**src/rtl/i2c_cfg_arbiter.sv**
```systemverilog
// Round-robin arbiter sharing one I2C master config buffer and transaction engine
// among NREQ requesters, with a watchdog on each transaction.
module i2c_cfg_arbiter #(
    parameter int NREQ    = 2,
    parameter int TIMEOUT = 1000000
) (
    input  logic                 clk,
    input  logic                 rst,
    input  logic [NREQ-1:0]      req,
    input  logic [NREQ*10-1:0]   req_bus_address,
    input  logic [NREQ-1:0]      req_data_direction,
    input  logic [NREQ-1:0]      req_address_mode,
    input  logic [NREQ*32-1:0]   req_clock_div,
    input  logic [NREQ-1:0]      req_stretch_enabled,
    output logic [NREQ-1:0]      grant,
    output logic [NREQ-1:0]      done,
    output logic [NREQ-1:0]      err,
    output logic                 load_buffer,
    output logic [9:0]           u_bus_address,
    output logic                 u_data_direction,
    output logic                 u_address_mode,
    output logic [31:0]          u_clock_div,
    output logic                 u_stretch_enabled,
    output logic                 tx_start,
    output logic                 abort,
    input  logic                 master_busy,
    input  logic                 master_done,
    input  logic                 master_error
);

    localparam int IW  = (NREQ > 1) ? $clog2(NREQ) : 1;
    localparam int WDW = (TIMEOUT > 1) ? $clog2(TIMEOUT + 1) : 1;
    localparam logic [WDW-1:0] WD_LAST = (TIMEOUT > 0) ? WDW'(TIMEOUT - 1) : '0;

    typedef enum logic [1:0] {IDLE, LOAD, START, RUN} state_t;

    state_t          state, state_d;
    logic [IW-1:0]   idx, ptr, win_idx;
    logic            win_valid;
    logic [WDW-1:0]  wdog;
    logic [NREQ-1:0] grant_d, done_d, err_d;
    logic            load_d, start_d, abort_d, capture, leave_run, wdog_clr;

    // Scan from the pointer upward with wrap; first set request wins.
    always_comb begin
        int cand;
        win_valid = 1'b0;
        win_idx   = '0;
        cand      = 0;
        for (int i = 0; i < NREQ; i++) begin
            cand = int'(ptr) + i;
            if (cand >= NREQ) cand = cand - NREQ;
            if (!win_valid && req[cand]) begin
                win_valid = 1'b1;
                win_idx   = IW'(cand);
            end
        end
    end

    // NOTE: every output of this block gets a default first, so no latches are inferred.
    always_comb begin
        state_d   = state;
        grant_d   = '0;
        done_d    = '0;
        err_d     = '0;
        load_d    = 1'b0;
        start_d   = 1'b0;
        abort_d   = 1'b0;
        capture   = 1'b0;
        leave_run = 1'b0;
        wdog_clr  = 1'b0;
        case (state)
            IDLE: if (win_valid && !master_busy) begin
                capture = 1'b1;
                load_d  = 1'b1;
                grant_d = NREQ'(1) << win_idx;
                state_d = LOAD;
            end
            LOAD: begin
                start_d  = 1'b1;
                wdog_clr = 1'b1;
                state_d  = START;
            end
            START: state_d = RUN;
            RUN: begin
                // Error outranks done when both arrive in the same cycle.
                if (master_error) begin
                    err_d     = NREQ'(1) << idx;
                    leave_run = 1'b1;
                end else if (master_done) begin
                    done_d    = NREQ'(1) << idx;
                    leave_run = 1'b1;
                end else if (TIMEOUT != 0 && wdog >= WD_LAST) begin
                    abort_d   = 1'b1;
                    err_d     = NREQ'(1) << idx;
                    leave_run = 1'b1;
                end
                if (leave_run) state_d = IDLE;
            end
            default: state_d = IDLE;
        endcase
    end

    // NOTE: sequential state uses non-blocking assignments so all registers update together.
    always_ff @(posedge clk or posedge rst) begin
        if (rst) begin
            state       <= IDLE;
            grant       <= '0;
            done        <= '0;
            err         <= '0;
            load_buffer <= 1'b0;
            tx_start    <= 1'b0;
            abort       <= 1'b0;
        end else begin
            state       <= state_d;
            grant       <= grant_d;
            done        <= done_d;
            err         <= err_d;
            load_buffer <= load_d;
            tx_start    <= start_d;
            abort       <= abort_d;
        end
    end

    // Watchdog is zero during the tx_start cycle, so abort lands TIMEOUT cycles after it.
    always_ff @(posedge clk or posedge rst) begin
        if (rst) begin
            wdog <= '0;
        end else if (wdog_clr) begin
            wdog <= '0;
        end else if (state == START || state == RUN) begin
            wdog <= wdog + 1'b1;
        end
    end

    always_ff @(posedge clk or posedge rst) begin
        if (rst) begin
            idx               <= '0;
            ptr               <= '0;
            u_bus_address     <= '0;
            u_data_direction  <= 1'b0;
            u_address_mode    <= 1'b0;
            u_clock_div       <= 32'd300;
            u_stretch_enabled <= 1'b1;
        end else begin
            if (capture) begin
                idx               <= win_idx;
                u_bus_address     <= req_bus_address[win_idx*10 +: 10];
                u_data_direction  <= req_data_direction[win_idx];
                u_address_mode    <= req_address_mode[win_idx];
                u_clock_div       <= req_clock_div[win_idx*32 +: 32];
                u_stretch_enabled <= req_stretch_enabled[win_idx];
            end
            if (leave_run) begin
                ptr <= (idx == IW'(NREQ - 1)) ? '0 : idx + 1'b1;
            end
        end
    end

endmodule

```
**config.mk**
```make
export PLATFORM = sky130hd
export DESIGN_NAME = i2c_cfg_arbiter
export DESIGN_NICKNAME = d
export VERILOG_FILES = /design/src/rtl/i2c_cfg_arbiter.sv
export SDC_FILE = /design/constraint.sdc
export NUM_CORES = 1
export LEC_CHECK = 0
export ABC_CLOCK_PERIOD_IN_PS = 4400
export CAP_MARGIN = 0
export CORE_MARGIN = 2
export CORE_UTILIZATION = 30
export CTS_BUF_LIST = sky130_fd_sc_hd__clkbuf_2
export CTS_CLUSTER_DIAMETER = 100
export CTS_CLUSTER_SIZE = 8
export DETAILED_ROUTE_END_ITERATION = 10
export GPL_TIMING_DRIVEN = 0
export SYNTH_ARGS = -nofsm -noshare
export SYNTH_HDL_FRONTEND = slang
export SYNTH_SLANG_ARGS = --single-unit
```
**constraint.sdc**
```tcl
create_clock -name clk -period 4.4 [get_ports clk]
set_input_delay 0.44 -clock clk [delete_from_list [all_inputs] [get_ports clk]]
set_output_delay 0.44 -clock clk [all_outputs]
set_load 0.03 [all_outputs]
```
# Yosys cells after proc, flatten, opt, wreduce, memory -nomap -nowiden
# Cells that the tools add are included.
# word_totals
register_bits	78
input_bits	97
output_inout_bits	54
# op_classes
n_eq_ne	5
n_shift	4
magnitude_cmp	6
addsub	5
mux	44
multipliers	1
reduce_logical	8
# op_table
operator	count
$lt A32 B3 Y1 const B	2
$mux W32	2
$shiftx A64 B7 Y32	1
$mux W20	2
$mux W1	28
$mux W2	11
$add A20 B1 Y20 const B	1
$ge A20 B20 Y1 const B	1
$shiftx A20 B6 Y10	1
$pmux W2 S4	1
$eq A2 B2 Y1 const B	2
$mul A1 B3 Y4 const B	1
$ne A2 B2 Y1 const B	2
$shl A1 B1 Y2 const A	2
$sub A1 B2 Y3 const B	1
$sub A2 B2 Y3 const B	1
$add A1 B1 Y2 const B	1
$eq A2 B1 Y1 const B	1
$ge A1 B2 Y1 const B	1
$ge A2 B2 Y1 const B	1
$logic_and A1 B1 Y1	2
$logic_not A1 Y1	2
$logic_not A2 Y1	1
$lt A1 B2 Y1 const B	1
4 further kinds	4

# Depth between registers and ports, before layout
# Gate-level depths: netlist (run 1).
# logic_depth
ltp_word	12
mapped_depth	8
depth_no_buf	6

# Worst setup path after synthesis (run 1)
# Ideal clock, no wire load.
# synth_path
kind	reg2reg
from	reg state[0]
to	reg wdog[17]
stages_incl_launch_ff	8
setup_time_ps	78
setup_slack_ps	2609
synth_period_minus_slack_ps	1791
n_path_buf	1
arrival_time_ps	1713
t_required_ps	4322
cell_sequence	dfrtp_1 -> inv_1 -> ha_1 -> and4b_1 -> buf_6 -> nand3_4 -> or4_1 -> a21oi_1
# synth_via
elab_chain_cells	3
word_cells_on_any_way	7
classes_between	3 x eq/ne; 2 x mux; 2 x reduce/logical
# synth_lines
item	line	source
start: declaration	37	state_t state, state_d;
start signal: assignment	115	state <= state_d;
$eq A2 B1 Y1 / $eq A2 B2 Y1 (equally long branches)	72, 131	
$mux W1 / $logic_or A1 B1 Y1 (equally long branches)	72, 131	
$mux W20 / $reduce_bool A2 Y1 (equally long branches)	-	
end signal: assignment	132	wdog <= wdog + 1'b1;
end: declaration	40	logic [WDW-1:0] wdog;
# Several ways; a longest one is shown, not always the timed one.
# A chain may end at the register's enable or synchronous reset.

# Final worst setup path (run 1)
# layout_path
from	reg u_clock_div[5]
to	out u_clock_div[5]
# layout_lines
item	line	source
start: declaration	22	output logic [31:0] u_clock_div,
start signal: assignment	151	u_clock_div <= req_clock_div[win_idx*32 +: 32];
# No word-level cell between the ends.

==> results of run 1 <==
-- stage by stage --
stage / util / worst slack [ps] / power [mW] / cell area (sq um) / hold WS [ps]
2_1_floorplan: - / 1970 / 1.94 / 3770 / 459
3_3_place_gp: 0.451 / 599 / 2.58 / 5490 / 463
3_5_place_dp: 0.454 / 2000 / 2.61 / 5520 / 470
4_1_cts: 0.462 / 2130 / 2.99 / 5620 / 203
5_1_grt: 0.462 / 2080 / 3.15 / 5620 / 199
6_report: 0.462 / 2170 / 2.96 / 5620 / 217
-- Yosys cell counts (2+ instances only) --
cell type	number
nand4_1	6
nand2b_1	2
nand2_1	55
nand3_4	2
and4_1	2
a31oi_1	3
or2_2	2
dfstp_2	5
inv_1	7
o211ai_1	3
ha_1	6
mux2i_1	48
nor3_1	2
o31ai_1	7
and3_2	2
and3_1	2
or4_1	5
and2_1	4
clkbuf_1	10
xor2_1	6
buf_2	4
nor3b_1	2
buf_4	2
a21oi_1	7
nor2_1	16
and4b_1	2
dfrtp_1	73
buf_6	3
o21ai_0	56
nand3_1	7
-- registers in the layout (all words and copies together) (netlist names), 2 cells and up --
name,flops
done,2
u_bus_address,10
state,2
u_clock_div,32
err,2
grant,2
wdog,20
-- logic make-up (layout without fill, tap and decap cells) --
kind of cell,count (synthesis),in the layout,synth area share
compound gates,81,81,0.120
xor+xnor,7,7,0.0162
fa+ha+maj,6,6,0.0199
buf+inv,28,195,0.0398
flops,78,78,0.519
mux,49,49,0.130
simple gates,116,116,0.155
-- worst max path at each step --
stage | slack [ps] | endpoint | startpoint | cells past startpoint
floorplan | 1970 | abort$_DFF_PP0_ | rst | 1
global placement | 600 | u_clock_div[30]$_DFFE_PP0P_ | rst | 2
finish | 2170 | u_clock_div[5] | u_clock_div[5]$_DFFE_PP1P_ | 1
global route | 2080 | u_clock_div[3] | u_clock_div[3]$_DFFE_PP1P_ | 1
detailed placement | 2000 | u_clock_div[6]$_DFFE_PP0P_ | req[1] | 6
CTS | 2130 | u_clock_div[3] | u_clock_div[3]$_DFFE_PP1P_ | 1
-- layout make-up --
cell class              instances  area (sq um)
clock buffers                  11          55.1
plain buffers                  21           124
clock inverters                 5          51.3
inverters                       7          28.8
repair buffers                151          1530
flip-flops and latches         78          1960
multi-input cells             259          1670
fillers                      1173          6540
well taps                     168           210
-- routing by layer --
metal,routed length (um),vias up
li1,-,1613
met1,4620,1566
met2,5150,102
met3,775,9
met4,98,0
met5,0,-
-- power by group --
group          switching (mW)  internal, mW  leakage, nW  total, mW
combinational           0.857         0.619         1.45       1.48
clock                   0.250         0.132       0.0694      0.382
sequential              0.137         0.963         1.00       1.10
total                    1.24          1.71         2.52       2.96
-- cell usage in the layout (no fill, tap or decap), types with 3 or more instances in the layout --
cell,count
a21oi_1,7
a31oi_1,3
and2_1,4
buf_2,4
buf_6,3
clkbuf_1,10
clkbuf_2,11
clkdlybuf4s50_1,150
dfrtp_1,73
dfstp_2,5
ha_1,6
inv_1,6
mux2i_1,48
nand2_1,55
nand3_1,7
nand4_1,6
nor2_1,16
o211ai_1,3
o21ai_0,56
o31ai_1,7
or4_1,5
xor2_1,6
==> impl_results.md, run 1 <==
* Run status: finished clean
* Final period utilization at 0.507
* Total negative slack at 0 ps
* Post-CTS setup buffer count at 0
* Maximum vdd ir drop at 0.236 mV
* Register area share after synthesis at 0.519
* Wirelength per Cell at 15.2 um
* Fin. max-slew vios at 0
* Cell family with most CP delay: buffers and inverters
* Initial Util at 0.310
* Synth warn at 0
* RSZ-0062 raised after global routing: false
* Largest net degree at the start of global routing at 52
* CTS root buf: clkbuf_2
* Port-buffer cells at 150
* Die width at 116 um
* CP peak stage delay at 690 ps
* Inst Count DP at 684
* CTS tree: done
* Core ar. at 12200 sq um
* Synthesized area at 3770 sq um
* Diodes inserted at 0
* Fmax at 0.449 GHz
* Worst EP arrival at 1790 ps
* Met3 Usage GRT at 0.0426
* Full die area at 13500 sq um
* GRT Total Usage at 0.156
* Flop-to-flop setup slack at 2430 ps
* EDFF count, synth at 0
* Vias at 3290
* Row count at 40
* Worst path bufs/invs at 1
* # hold bufs at CTS at 0
* Clock Latency Late Sink at 520 ps
* CTS Buf Count at 9
* Iter 0 DRT Violations at 124
* CP startpoint kind: register
* Total of max-cap violations at 0
* CP Capture Type: output pin
* Synthesized Nets at 468
* Dominant cells by area after synthesis: dfrtp_1 48%, mux2i_1 13%, o21ai_0 7.4%
* Met2 capacity usage during global routing at 0.258
* First-pass GRT wire length at 16200 um
* Longest Clk Path Bufs at 2
* Post-synthesis register bit count at 78
* Critical path data required time at 3960 ps
* Yosys top cell by area: dfrtp_1
* Max FO, Critical Path at 2
* Layout Nets at 630
* DRT antenna net count at 0
* Post-Route WL at 10700 um
* TritonCTS Sinks at 78
* Worst-path cell chain: clkdlybuf4s50_1
* Fin cells at 700
* Final setup violation count at 0
* Reg2Reg Depth at 7
* Critical path class: register to output pin
* Post-Synthesis Cells at 365
* Remaining global-route overflow at 0
* CTS clk-pin slew, worst paths at 220 ps
* Power per cell area at 526 nW/um^2
* Yosys top cell area share at 0.484
* I/O pin cnt at 151
* Share of post-route cells with drive strength above 1 at 0.0752
* Setup Skew at 38.9 ps
* Chip Height at 116 um
* Vias per cell at 4.70
* Met1 Track Usage GR at 0.202
* Syn_area_per_cell at 10.3 sq um
* R2R Path End: wdog[15]$_DFFE_PP0N_
* GRT Max-Usage Layer: met2
* DRC Markers at 0
* Tmin final at 2230 ps
* DRT Pass-1 Iters at 4
* Post-cts repair resize count at 0
* Predominant post-synthesis flop cell: dfrtp_1
* Static Leakage at 2.52 nW
* Post-synth ARST share at 1.00
* Post-DP HPWL at 8210 um
* Least-Margin Pin Slew at 471 ps
* H-tree depth at 3
* P&R area growth vs syn at 49.0%
* Crit Reg-Reg Startpoint: state[0]$_DFFE_PP0P_
* Number of global-route vias before repair at 3150
* Yosys cell types at 44
* Fin. Hold Viols at 0
* Initial antenna violation count at 0
* Worst relative slew slack at 0.684
* Gpl congestion at 0.763
* Crit-path slowest cell: clkdlybuf4s50_1
* Worst hold path class: primary input to asynchronous set/reset pin
No activity file was read; power rests on OpenSTA's default activity.
==> run 2, diff against run 1 <==
Settings changed: ABC_CLOCK_PERIOD_IN_PS 4400 to 2000.
Clock period 4.4 ns to 2 ns, I/O delays scaled along.
==> run 2 against run 1 <==
Against the previous run:
- hold slack got worse by 46 ps
- die area unchanged
- clock power increased to 2.5 times the previous value
- routed wire length down 1.7%
- first-iteration DRC count rose by 21%
- critical endpoint is now wdog[18]$_DFFE_PP0N_
==> impl_results.md, run 2 (synthesis gave the netlist of run 1 again) <==
* Run status: finished clean
* Commonest non-fill, non-tap cell in the layout: clkdlybuf4s50_1
* Sw Share at 0.413 (-0.00768)
* Reg with most FFs: u_clock_div
* Row count at 40 (unchanged)
* Final Util at 0.470 (+0.00761)
* Total of max-cap violations at 0 (unchanged)
* Diodes inserted at 0 (unchanged)
* Remaining global-route overflow at 0 (unchanged)
* Sequential share of power at 0.362 (-0.010)
* Max FO, Critical Path at 8 (+6)
* Post-Route WL at 10500 um (-1.7%)
* DRT antenna net count at 0 (unchanged)
* Power per cell area at 1170 nW/um^2 (+120%)
* Cell internal pwr at 3.92 mW (+130%)
* Static Leakage at 2.59 nW (+2.7%)
* Core ar. at 12200 sq um (unchanged)
* Chip Height at 116 um (unchanged)
* Max reg flops at 32 (unchanged)
* Critical path class: register to register
* Maximum vdd ir drop at 0.440 mV (+86%)
* Worst hold path class: primary input to asynchronous set/reset pin
* GRT Total Usage at 0.149 (-0.00696)
* Logic gate share of total power at 0.492 (-0.007)
* Share of post-route cells with drive strength above 1 at 0.108 (+0.0330)
* Tmin final at 1910 ps
* Fmax at 0.522 GHz
* CTS Buf Count at 9 (unchanged)
* Gpl congestion at 0.754 (-1.1%)
* Largest net degree at the start of global routing at 41 (-21%)
* Fillers at 1161 (-1.0%)
* Final period utilization at 0.957
* CTS root buf: clkbuf_2
* I/O pin cnt at 151 (unchanged)
* Post-DP HPWL at 8040 um (-2.0%)
* Final setup violation count at 0 (unchanged)
* Fin. Hold Viols at 0 (unchanged)
* Highest routed layer: met4
* CP Capture Type: register
* Vias at 3272 (-0.55%)
* Initial antenna violation count at 0 (unchanged)
* Clock Latency Late Sink at 520 ps (about the same)
* P&R area growth vs syn at 51.4%
* Worst hold-check slack at 170 ps (-46.5 ps)
* Largest regs: u_clock_div: 32 flops, wdog: 20 flops, u_bus_address: 10 flops
* # hold bufs at CTS at 0 (unchanged)
* Setup Skew at 24.6 ps (-14.3 ps)
* Met1 Routed Length at 4550 um (-1.6%)
* CTS tree: done
* CTS clk-pin slew, worst paths at 230 ps (about the same)
* Full die area at 13500 sq um (unchanged)
* Clock Power Share at 0.146 (+0.017)
* Layout Nets at 634 (+0.63%)
* Iter 0 DRT Violations at 150 (+21%)
* Worst EP arrival at 2380 ps (+590 ps)
* Initial Util at 0.310 (unchanged)
* Wirelength per Cell at 14.9 um (-2.3%)
* TritonCTS Sinks at 78 (unchanged)
* Critical path data required time at 2470 ps (-1490 ps)
* Number of global-route vias before repair at 3177 (+0.86%)
* Metal3 WL at 602 um (-22%)
* First-pass GRT wire length at 15600 um (-3.5%)
* Longest Clk Path Bufs at 2 (unchanged)
* CP startpoint kind: register
* H-tree depth at 3 (unchanged)
* Port-buffer cells at 150 (unchanged)
* Fin. max-slew vios at 0 (unchanged)
* Commonest cells after routing, fill and taps aside: 145 x clkdlybuf4s50_1, 73 x dfrtp_1, 56 x o21ai_0
* Met2 wire length at 5180 um (+0.43%)
* Net Switching at 2.75 mW (+120%)
* DRC Markers at 0 (unchanged)
* Least-Margin Pin Slew at 881 ps (+410 ps)
* Vias per cell at 4.65 (-1.1%)
* DRT Pass-1 Iters at 4 (unchanged)
* Die width at 116 um (unchanged)
* Worst relative slew slack at 0.411 (-0.272)
run 2: critical path, cell delays in order, from the launching register on:
cell     delay, ps
dfrtp_1        460
inv_2           70
ha_2           180
and4b_1        250
buf_6          140
nand3_4        120
or4_4          500
a21oi_2        140
run 2: metal layers:
layer / track usage / up-vias
li1: - / 1618
met1: 0.192 / 1553
met2: 0.254 / 89
met3: 0.0291 / 12
met4: 0.0468 / 0
met5: 0 / -
run 2: worst paths after layout:
check                                           start                            end  slack, ps  cells after the start
setup / recovery                 state[1]$_DFFE_PP0P_           wdog[18]$_DFFE_PP0N_         90                      7
hold / removal                                    rst   u_bus_address[9]$_DFFE_PP0P_        170                      2
setup reg to reg                 state[1]$_DFFE_PP0P_           wdog[18]$_DFFE_PP0N_         90                      7
hold reg to reg            u_clock_div[8]$_DFFE_PP1P_     u_clock_div[8]$_DFFE_PP1P_        490                      2
max in group asynchronous                         rst     u_clock_div[3]$_DFFE_PP1P_       1090                      3
min in group clk               req_stretch_enabled[0]  u_stretch_enabled$_DFFE_PP1P_        250                      3
run 2: area by class of cell:
class / count / area (sq um) / area share
clock inverter: 7 / 88.8 / 0.0155
tap: 168 / 210 / 0.0368
timing repair buffer: 156 / 1560 / 0.273
buffer: 20 / 124 / 0.0217
clock buffer: 9 / 45.0 / 0.00788
sequential: 78 / 1960 / 0.343
multi-input combinational: 259 / 1700 / 0.297
inverter: 7 / 30.0 / 0.00525
run 2: metrics by stage:
stage	instance area [sq um]	worst slack, ps	total power, mW	TNS (ps)	instances
final	5720	85.5	6.67	0	704
after global routing	5720	-20.7	7.12	-20.7	704
after CTS	5640	4.91	6.69	0	700
after detailed placement	5510	-124	5.73	-3090	684
after global placement	5490	-125	5.67	-6170	683
after floorplan	3780	209	4.28	0	365
run 2: power by group through the flow:
| stage | logic (mW) | clock network [mW] | registers (mW) |
|---|---|---|---|
| after floorplan | 0.959 | 0 | 3.32 |
| after global placement | 3.23 | 0 | 2.44 |
| after detailed placement | 3.27 | 0 | 2.47 |
| after CTS | 3.26 | 1.01 | 2.43 |
| after global routing | 3.56 | 1.06 | 2.50 |
| final | 3.28 | 0.972 | 2.42 |
run 2: repair_timing:
item / CTS / global route
setup buffers: 0 / 5
gates resized for setup: 5 / 15
endpoints found under the setup margin: 9 / 56
pin swaps: 0 / 3
